$ cat config.mk
export PLATFORM = sky130hd
export DESIGN_NAME = if_stage
export DESIGN_NICKNAME = d
export VERILOG_FILES = /design/src/rtl/if_stage.sv
export SDC_FILE = /design/constraint.sdc
export NUM_CORES = 1
export LEC_CHECK = 0
export ABC_AREA = 1
export CORE_UTILIZATION = 60
export CTS_BUF_LIST = sky130_fd_sc_hd__clkbuf_16
export CTS_CLUSTER_DIAMETER = 80
export CTS_CLUSTER_SIZE = 12
export DETAILED_ROUTE_END_ITERATION = 7
export DONT_BUFFER_PORTS = 1
export PLACE_DENSITY = 0.76
export RECOVER_POWER = 25
export SYNTH_ARGS = -nofsm -noshare
export SYNTH_HDL_FRONTEND = slang
export SYNTH_SLANG_ARGS = --single-unit
export TNS_END_PERCENT = 10
$ cat constraint.sdc
create_clock -name clk -period 3.33 [get_ports clk]
set_input_delay 0.333 -clock clk [delete_from_list [all_inputs] [get_ports clk]]
set_output_delay 0.333 -clock clk [all_outputs]
set_load 0.05 [all_outputs]
$ cat src/rtl/if_stage.sv
// Instruction fetch stage: owns the PC register, selects the next PC from
// sequential / branch / jump / jr / exception / eret sources, and flags
// fetch address errors, delay slots and squashed fetches.
module if_stage (
    input  logic        clk,
    input  logic        reset,
    input  logic        stall,
    input  logic        Req,
    input  logic        eret,
    input  logic [31:0] EPC,
    input  logic [1:0]  npc_sel,
    input  logic        br_taken,
    input  logic [31:0] D_PC,
    input  logic [15:0] imm16,
    input  logic [25:0] instr_index,
    input  logic [31:0] rs_data,
    input  logic        D_is_jump_class,
    output logic [31:0] F_PC,
    output logic        F_IsDelay,
    output logic [4:0]  F_ExcCode,
    output logic        F_kill
);

    localparam logic [31:0] RESET_PC   = 32'h0000_3000;
    localparam logic [31:0] HANDLER_PC = 32'h0000_4180;
    localparam logic [31:0] TEXT_LO    = 32'h0000_3000;
    localparam logic [31:0] TEXT_HI    = 32'h0000_6FFC;
    localparam logic [4:0]  EXC_NONE   = 5'd0;
    localparam logic [4:0]  EXC_ADEL   = 5'd4;

    logic [31:0] pc_r;
    logic [31:0] seq_pc_s;
    logic [31:0] br_off_s;
    logic [31:0] normal_pc_s;
    logic [31:0] next_pc_s;

    // A fetch address is bad if unaligned or outside the text window.
    function automatic logic fetch_addr_bad(input logic [31:0] addr);
        fetch_addr_bad = (addr[1:0] != 2'b00) || (addr < TEXT_LO) || (addr > TEXT_HI);
    endfunction

    assign seq_pc_s = pc_r + 32'd4;
    assign br_off_s = {{14{imm16[15]}}, imm16, 2'b00};

    // Normal next-PC selection from the D-stage control-flow decision.
    always_comb begin
        normal_pc_s = seq_pc_s;
        case (npc_sel)
            2'd0: normal_pc_s = seq_pc_s;
            2'd1: begin
                if (br_taken) begin
                    normal_pc_s = D_PC + 32'd4 + br_off_s;
                end else begin
                    normal_pc_s = seq_pc_s;
                end
            end
            2'd2: normal_pc_s = {D_PC[31:28], instr_index, 2'b00};
            2'd3: normal_pc_s = rs_data;
            default: normal_pc_s = seq_pc_s;
        endcase
    end

    // Priority: exception > accepted eret > stall hold > normal flow.
    always_comb begin
        next_pc_s = normal_pc_s;
        if (Req) begin
            next_pc_s = HANDLER_PC;
        end else if (eret && !stall) begin
            next_pc_s = EPC;
        end else if (stall) begin
            next_pc_s = pc_r;
        end else begin
            next_pc_s = normal_pc_s;
        end
    end

    // PC register; reset returns fetch to the boot address and drops any redirect.
    always_ff @(posedge clk or negedge reset) begin
        if (!reset) begin
            pc_r <= RESET_PC;
        end else begin
            pc_r <= next_pc_s;
        end
    end

    assign F_PC      = pc_r;
    assign F_ExcCode = fetch_addr_bad(pc_r) ? EXC_ADEL : EXC_NONE;
    // eret has no delay slot, and an exception redirect cancels the slot.
    assign F_IsDelay = D_is_jump_class & ~Req & ~eret;
    // The instruction fetched alongside an accepted eret must not execute.
    assign F_kill    = eret & ~stall;

endmodule

# Word level (Yosys, flattened, before mapping)
# Index checks and enable logic that the tools add are counted.
[totals] ff_bits=32 input_bits=147 output_inout_bits=39
[classes] n_addsub=3 order_cmp=2 eq_ne=4 muxes=6 bitwise_logic=6 n_reduce_logical=6
[ops] operator="$mux W32" n=4
[ops] operator="$pmux W32 S4" n=1
[ops] operator="$add A32 B3 Y32 const B" n=2
[ops] operator="$add A32 B32 Y32" n=1
[ops] operator="$gt A32 B15 Y1 const B" n=1
[ops] operator="$lt A32 B14 Y1 const B" n=1
[ops] operator="$eq A2 B2 Y1 const B" n=2
[ops] operator="$and A1 B1 Y1" n=3
[ops] operator="$mux W3" n=1
[ops] operator="$ne A3 B1 Y1 const B" n=1
[ops] operator="$not A1 Y1" n=3
[ops] operator="$eq A2 B1 Y1 const B" n=1
[ops] operator="$logic_not A2 Y1" n=1
[ops] operator="$logic_or A1 B1 Y1" n=2
[ops] operator="$reduce_bool A2 Y1" n=1
[ops] operator="$logic_and A1 B1 Y1" n=1
[ops] operator="$logic_not A1 Y1" n=1

# Logic depth before layout (Yosys ltp)
# Gate-level depths: netlist of the first run.
[logic_depth] depth_word=7 ltp_mapped=21 mapped_depth_nobuf=21

# Worst setup path before layout of the first run
# No wires, ideal clock.
[synth_path] path_kind="in2reg" start="input D_PC[3]" end="register pc_r[31], in the netlist F_PC[31]" setup_ns=0.127 t_arrival_ns=2.112 required_ns=3.203 slack_ns=1.091 path_stages=18 cell_sequence="ha_1 > ha_1 > inv_1 > fa_1 > inv_1 > nand2_1 > nand2_1 > nand3_1 > nand2_1 > nand2_1 > nand2_1 > nand3b_1 > nand2_1 > nand2_1 > nand3_1 > nand3_1 > nand2_1 > o21ai_0"
[synth_between] elab_chain_cells=7
[synth_rtl] item="start, declared" line_no="13" text="input logic [31:0] D_PC,"
[synth_rtl] item="$add A32 B3 Y32" line_no="52" text="normal_pc_s = D_PC + 32'd4 + br_off_s;"
[synth_rtl] item="$add A32 B32 Y32" line_no="52"
[synth_rtl] item="$mux W32" line_no="51" text="if (br_taken) begin"
[synth_rtl] item="$pmux W32 S4" line_no="48" text="case (npc_sel)"
[synth_rtl] item="$mux W32" line_no="70" text="end else if (stall) begin"
[synth_rtl] item="$mux W32" line_no="68" text="end else if (eret && !stall) begin"
[synth_rtl] item="$mux W32" line_no="66" text="if (Req) begin"
[synth_rtl] item="end signal, assigned" line_no="82" text="pc_r <= next_pc_s;"
[synth_rtl] item="end, declared" line_no="31" text="logic [31:0] pc_r;"
# Every way passes these cells. The select of a mux whose other input is x is not followed.
# A chain may end at the register's enable or synchronous reset.

# Worst setup path in the final report of the first run
[layout_path] start="register pc_r[13], in the netlist F_PC[13]" end="output F_ExcCode[2]"
[layout_between] elab_chain_cells=4 elab_cells_between_ends=5 classes_between="order compare (2); mux (1); reduce/logical (2)"
[layout_rtl] item="$lt A32 B14 Y1" line_no="39" text="fetch_addr_bad = (addr[1:0] != 2'b00) || (addr < TEXT_LO) || (addr > TEXT_HI);"
[layout_rtl] item="$logic_or A1 B1 Y1" line_no="39"
[layout_rtl] item="$logic_or A1 B1 Y1 (*)" line_no="39"
[layout_rtl] item="$mux W3 (*)" line_no="87" text="assign F_ExcCode = fetch_addr_bad(pc_r) ? EXC_ADEL : EXC_NONE;"
[layout_rtl] item="end, declared" line_no="20" text="output logic [4:0] F_ExcCode,"
# Every way passes the cells marked *; elsewhere a longest branch is shown, timed or not.

==> results.py, run 1 <==
metrics = {
    "cts": {
        "cts_buffers": 5,
        "cts.path.max_buffers": 2,
        "h-tree-depth": 2,
        "cts_tree": "yes",
        "clk_pin_slew_worst_paths_ns": 0.06,
        "clkLatencyLatePin_ns": 0.29,
        "cts_root_buffer": "clkbuf_16",
        "cts.sink_count": 32,
    },
    "worst_setup_path": {
        "cp.arrival_ns": 2.10,
        "critPathTopFamily": "flip-flops",
        "cp_slowest_cell": "dfstp_2",
        "cp-start-kind": "register",
        "worst_setup_path_end_kind": "output pin",
        "critPathRequiredTime_ns": 3.00,
        "crit_type": "register to output pin",
        "crit_buf_inv": 0,
        "worstPathMaxFanout": 6,
        "path_cells": "nand2_2 > a211oi_1 > nand4_1",
        "cp_slowest_stage_delay_ns": 0.76,
    },
    "detailed_routing": {
        "via_count": 7122,
        "drc": 0,
        "wl_per_cell_um": 16.8,
        "drt_pass1_iterations": 7,
        "vias_per_cell": 5.65,
        "wirelength_mm": 21.2,
        "drt-initial-drc-count": 529,
        "antenna_left": 0,
    },
    "layout": {
        "utilization_pct": 65.1,
        "fin_nets": 1332,
        "instances_no_fill": 1260,
        "fillers": 1014,
        "area_growth_syn_to_layout_pct": 4.82,
        "n_antenna_cell": 0,
        "drive_gt1_share_pct": 4.88,
        "largest_reg_flops": 32,
    },
    "place": {
        "dp_hpwl_mm": 17.4,
        "place.gp.congestion": 1.02,
        "dpl.cell_count": 1250,
        "dp_slack_ns": 0.758,
        "numPortBuffers": 0,
    },
    "logic_synthesis": {
        "ys_top_cells_by_area": "nand2_1 28%, dfrtp_1 12%, ha_1 12%, inv_1 10%, nor2_1 6.2%",
        "netlist_area_mm2": 0.00610,
        "synth_seq_area_share_pct": 13.2,
        "avgSynthCellArea_um2": 5.39,
        "synth_cell_types": 44,
        "synth_seq_cells": 32,
        "yosysWarnings": 0,
        "yosysMostFrequentCell": "nand2_1",
        "postSynthCellCount": 1132,
        "ys.flop_type": "dfrtp_1",
        "synth_common_cells": "448 x nand2_1, 167 x inv_1, 101 x nor2_1",
        "netlist.top_cell.by_area": "nand2_1",
        "synth_edf_count": 0,
        "synth_top_area_share_pct": 27.6,
        "synth-async-reset-ratio_pct": 100,
    },
    "grt": {
        "grt_max_degree": 55,
        "grt_pass1_vias": 6227,
        "grt_use_total_pct": 40.0,
        "grt_pass1_wl_mm": 31.7,
        "grt_antenna_before_repair": 0,
        "overflow": 0,
    },
    "sta": {
        "setup_tns_ns": 0,
        "fin_ws_ns": 0.899,
        "finalSetupViolCount": 0,
        "worst_pin_slew_ns": 1.91,
        "period_needed_ns": 2.43,
        "max_freq_mhz": 411,
        "max_slew_margin_pct": -27.7,
        "finalHoldViolations": 0,
        "rsz0062_at_grt": "no",
        "slew_viol_final": 33,
        "period_share_pct": 73.0,
        "skew_ns": 0.00573,
    },
    "die": {
        "initial_core_util_pct": 62.1,
        "die_area_mm2": 0.0106,
        "die_x_um": 103,
        "ios": 186,
        "std_cell_rows": 36,
        "die_h_um": 103,
        "core_area_mm2": 0.00982,
    },
    "power_and_ir_drop": {
        "p_leak_nw": 3.53,
        "power.density_mw_per_mm2": 311,
        "ir_drop_v": 0.000266,
    },
    "run_status": {
        "outcome": "complete, but fails checks",
        "violations": "max-capacitance violations, max-slew violations",
    },
    "worst_hold_path": {
        "hold_path_class": "input port to register",
    },
    "flow_run": {
        "drv_cap": 1,
    },
}
area by class of cell:
| class | count | area (um^2) | share of cell area [%] |
|---|---|---|---|
| Sequential cell | 32 | 803 | 12.6 |
| Clock inverter | 3 | 37.5 | 0.587 |
| Inverter | 173 | 649 | 10.2 |
| Clock buffer | 5 | 125 | 1.96 |
| Tap cell | 133 | 166 | 2.60 |
| Multi-Input combinational cell | 901 | 4510 | 70.6 |
| Timing Repair Buffer | 13 | 96.3 | 1.51 |
routing by layer:
layer	up-vias	global-route usage, %	part of all wire, %	wire (um)
li1	3577	-	-	-
met1	3057	54.3	42	8830
met2	449	63.0	43	9110
met3	39	9.49	13	2780
met4	0	11.8	2.3	491
met5	-	0	0	0
power breakdown:
| part | total [mW] | switching, mW | internal (mW) |
|---|---|---|---|
| registers | 0.565 | 0.147 | 0.419 |
| clock network | 0.534 | 0.186 | 0.348 |
| logic | 0.887 | 0.601 | 0.286 |
through the flow:
step           power (mW)  hold WS [ns]  cell area (um^2)
5_1_grt              2.11         0.236              6390
2_1_floorplan        1.22        0.0374              6110
3_5_place_dp         1.42        0.0381              6220
6_report             1.99         0.208              6390
4_1_cts              1.97         0.207              6410
3_3_place_gp         1.41        0.0379              6220
cells in the final DEF (no fill, tap or decap), drive strengths merged, types with 3 or more instances in the layout:
master	n
nand3b	6
nand2	458
a21oi	50
nor3	8
clkbuf	6
a31oi	3
xnor2	10
o211ai	7
ha	58
a221oi	6
clkinv	3
or2	6
o21ai	66
dfrtp	30
nor2	113
conb	4
a22o	4
xor2	8
nand3	68
buf	11
inv	172
nand4	13
path summary, 6_finish.rpt:
kind | start | end | slack (ns) | cells past startpoint
min in group asynchronous | reset | F_PC[21]$_DFFE_PN0P_ | 1.15 | 2
max in group asynchronous | reset | F_PC[1]$_DFFE_PN0P_ | 1.07 | 2
worst max-delay path | F_PC[13]$_DFFE_PN1P_ | F_ExcCode[2] | 0.90 | 3
worst min-delay path | EPC[7] | F_PC[7]$_DFFE_PN0P_ | 0.21 | 2
worst max register to register | F_PC[4]$_DFFE_PN0P_ | F_PC[30]$_DFFE_PN0P_ | 0.94 | 11
worst min register to register | F_PC[13]$_DFFE_PN1P_ | F_PC[13]$_DFFE_PN1P_ | 0.65 | 2
cell families (layout without fill, tap and decap cells):
family                     count (synthesis)  after routing  share of synthesized area [%]
buffers and inverters                    202            194                           13.0
and+or+nand+nor                          675            675                           45.7
AOI/OAI and AO/OA                        145            145                           13.3
other                                      1              4                         0.0615
adders and majority gates                 59             59                           12.2
DFF                                       32             32                           13.2
xor gates and xnor gates                  18             18                           2.59
what timing repair did:
item	CTS	global route
endpoints found under the hold margin	32	0
gates resized for setup	0	0
hold buffers	2	0
buffers inserted	0	0
Power figures use the tool's default switching activity.
==> inputs of run 2 (changes only) <==
- PLACE_DENSITY: 0.76 -> 0.79
- clock period: 3.33 -> 2.15 ns (I/O delays scaled with it)
==> run 2 against run 1 <==
  * The flow still finishes with violations (max-capacitance violations, max-slew violations)
  * Register-to-register slack worse by 0.75 ns
  * Utilization up 6.2 points
  * Sequential power up 27%
  * Design area up 9.5%
  * Hold slack worse by 0.12 ns
  * Global-route usage down 0.18 points
  * Combinational power up 94%
  * Wire length down 0.76%
  * First-iteration DRC count up 0.57%
  * Critical path type is now input port to register
  * Critical endpoint is now F_PC[24]$_DFFE_PN0P_
  * Largest power group unchanged
==> results.py, run 2 (synthesized netlist as in run 1, its figures left out) <==
metrics = {
    "sta": {
        "setup_tns_ns": 0,
        "period_needed_ns": 2.05,
        "skew_ns": 0.00791,
        "finalSetupViolCount": 0,
        "max_slew_margin_pct": -1.72,
        "period_share_pct": 95.2,
        "worst_pin_slew_ns": 1.53,
        "finalHoldViolations": 0,
        "max_freq_mhz": 489,
        "slew_viol_final": 33,
        "rsz0062_at_grt": "yes",
        "fin_ws_ns": 0.104,
    },
    "place": {
        "dp_slack_ns": -0.125,
        "dpl.cell_count": 1323,
        "dp_hpwl_mm": 17.5,
        "place.gp.congestion": 1.00,
        "numPortBuffers": 0,
    },
    "power_and_ir_drop": {
        "p_leak_nw": 3.93,
        "finalPower_mw": 3.27,
        "power.density_mw_per_mm2": 468,
        "ir_drop_v": 0.000405,
    },
    "cts": {
        "cts.path.max_buffers": 2,
        "cts_buffers": 5,
        "clk_pin_slew_worst_paths_ns": 0.06,
        "cts.sink_count": 32,
        "cts_root_buffer": "clkbuf_16",
        "clkLatencyLatePin_ns": 0.28,
        "cts_tree": "yes",
        "h-tree-depth": 2,
    },
    "layout": {
        "final_common_cell": "nand2_1",
        "largest_reg_flops": 32,
        "area_growth_syn_to_layout_pct": 14.8,
        "layout_common_cells": "444 x nand2_1, 166 x inv_1, 100 x nor2_1",
        "drive_gt1_share_pct": 11.9,
        "instances_no_fill": 1335,
        "fin_nets": 1406,
    },
    "worst_setup_path": {
        "reg2reg_slack_ns": 0.19,
        "worstPathMaxFanout": 4,
        "reg2regPathDepth": 12,
        "worst_r2r_startpoint": "F_PC[3]$_DFFE_PN0P_",
        "cp-start-kind": "input port",
        "worst_setup_path_end_kind": "register",
        "cp.arrival_ns": 2.21,
        "critPathRequiredTime_ns": 2.32,
        "r2r_end": "F_PC[30]$_DFFE_PN0P_",
        "crit_type": "input port to register",
    },
    "die": {
        "die_area_mm2": 0.0106,
        "initial_core_util_pct": 62.1,
        "die_h_um": 103,
        "std_cell_rows": 36,
        "ios": 186,
        "die_x_um": 103,
        "core_area_mm2": 0.00982,
    },
    "grt": {
        "grt_pass1_vias": 6737,
        "grt_max_degree": 55,
        "grt_use_total_pct": 39.8,
        "overflow": 0,
        "grt_antenna_before_repair": 1,
        "grt_pass1_wl_mm": 31.9,
    },
    "detailed_routing": {
        "wirelength_mm": 21.1,
        "drc": 0,
        "drt_pass1_iterations": 5,
        "drt-initial-drc-count": 532,
        "wl_per_cell_um": 15.8,
        "antenna_left": 0,
        "via_count": 7499,
        "vias_per_cell": 5.62,
    },
    "worst_hold_path": {
        "hold_path_class": "input port to register",
        "hold_end": "F_PC[7]$_DFFE_PN0P_",
        "worstHoldStart": "EPC[7]",
        "holdPathStages": 2,
    },
    "flow_run": {
        "drv_cap": 1,
    },
    "run_status": {
        "outcome": "complete, but fails checks",
        "violations": "max-capacitance violations, max-slew violations",
    },
}
-- run 2: cell types whose count changed in the layout (fill, tap and decap cells not counted), sizes merged --
cell,change
buf,+74
clkbuf,-1
clkinv,-1
clkinvlp,+1
diode,+1
dlymetal6s4s,+1
-- run 2: metal layers --
metal,vias to the layer above,wire length (um),track usage [%]
met5,-,0,0
met4,0,852,16.9
met3,61,2250,7.66
met2,418,9070,63.1
met1,3316,8890,52.8
li1,3704,-,-
-- run 2: critical path, stage by stage --
cell and delay, ns:
ha_1 0.27, ha_1 0.36, nand2_1 0.11, nor2_1 0.21
buf_4 0.16, nand2_1 0.04, nor2_1 0.09, nand2_1 0.11
nand4_1 0.12, nand3_1 0.14, nand2_1 0.09, nand2_1 0.05
nand2_1 0.06, nand2_1 0.05, nand2_1 0.09, nand2_1 0.05
-- run 2: where the power goes --
part	internal (mW)	switching, mW	leakage, nW
sequential	0.652	0.0679	0.409
combinational	0.601	1.12	3.45
clock	0.544	0.288	0.0798
-- run 2: area by class of cell --
| cell class | count | area (um^2) |
|---|---|---|
| multi-input combinational | 901 | 4550 |
| tap | 133 | 166 |
| clock inverter | 3 | 42.5 |
| fill | 966 | 2820 |
| antenna | 1 | 2.50 |
| timing repair buffer | 87 | 661 |
| sequential | 32 | 803 |
| inverter | 173 | 649 |
| clock buffer | 5 | 125 |
-- run 2: what timing repair did --
action,4_1_cts,5_1_grt
setup endpoints to repair,0,17
resized for setup,0,13
endpoints found under the hold margin,32,0
setup buffers,0,1
hold buffers,2,0
-- run 2: worst max path at each step --
stage | startpoint | endpoint | slack [ns] | depth (start not counted)
6_report | D_PC[8] | F_PC[24]$_DFFE_PN0P_ | 0.10 | 16
5_1_grt | D_PC[24] | F_PC[27]$_DFFE_PN0P_ | -0.04 | 15
4_1_cts | F_PC[3]$_DFFE_PN0P_ | F_PC[30]$_DFFE_PN0P_ | 0.11 | 12
3_5_place_dp | D_PC[3] | F_PC[25]$_DFFE_PN0P_ | -0.13 | 17
3_3_place_gp | D_PC[12] | F_PC[23]$_DFFE_PN0P_ | -0.10 | 15
2_1_floorplan | F_PC[2]$_DFFE_PN0P_ | F_PC[30]$_DFFE_PN0P_ | 0.01 | 12
-- run 2: through the flow --
stage / utilization [%] / area [um^2] / hold slack (ns)
final: 71.3 / 7000 / 0.0837
after global routing: 71.3 / 7000 / 0.101
after CTS: 70.9 / 6960 / 0.0853
after detailed placement: 68.9 / 6760 / -0.0799
after global placement: 68.9 / 6760 / -0.0801
after floorplan: - / 6110 / -0.0806
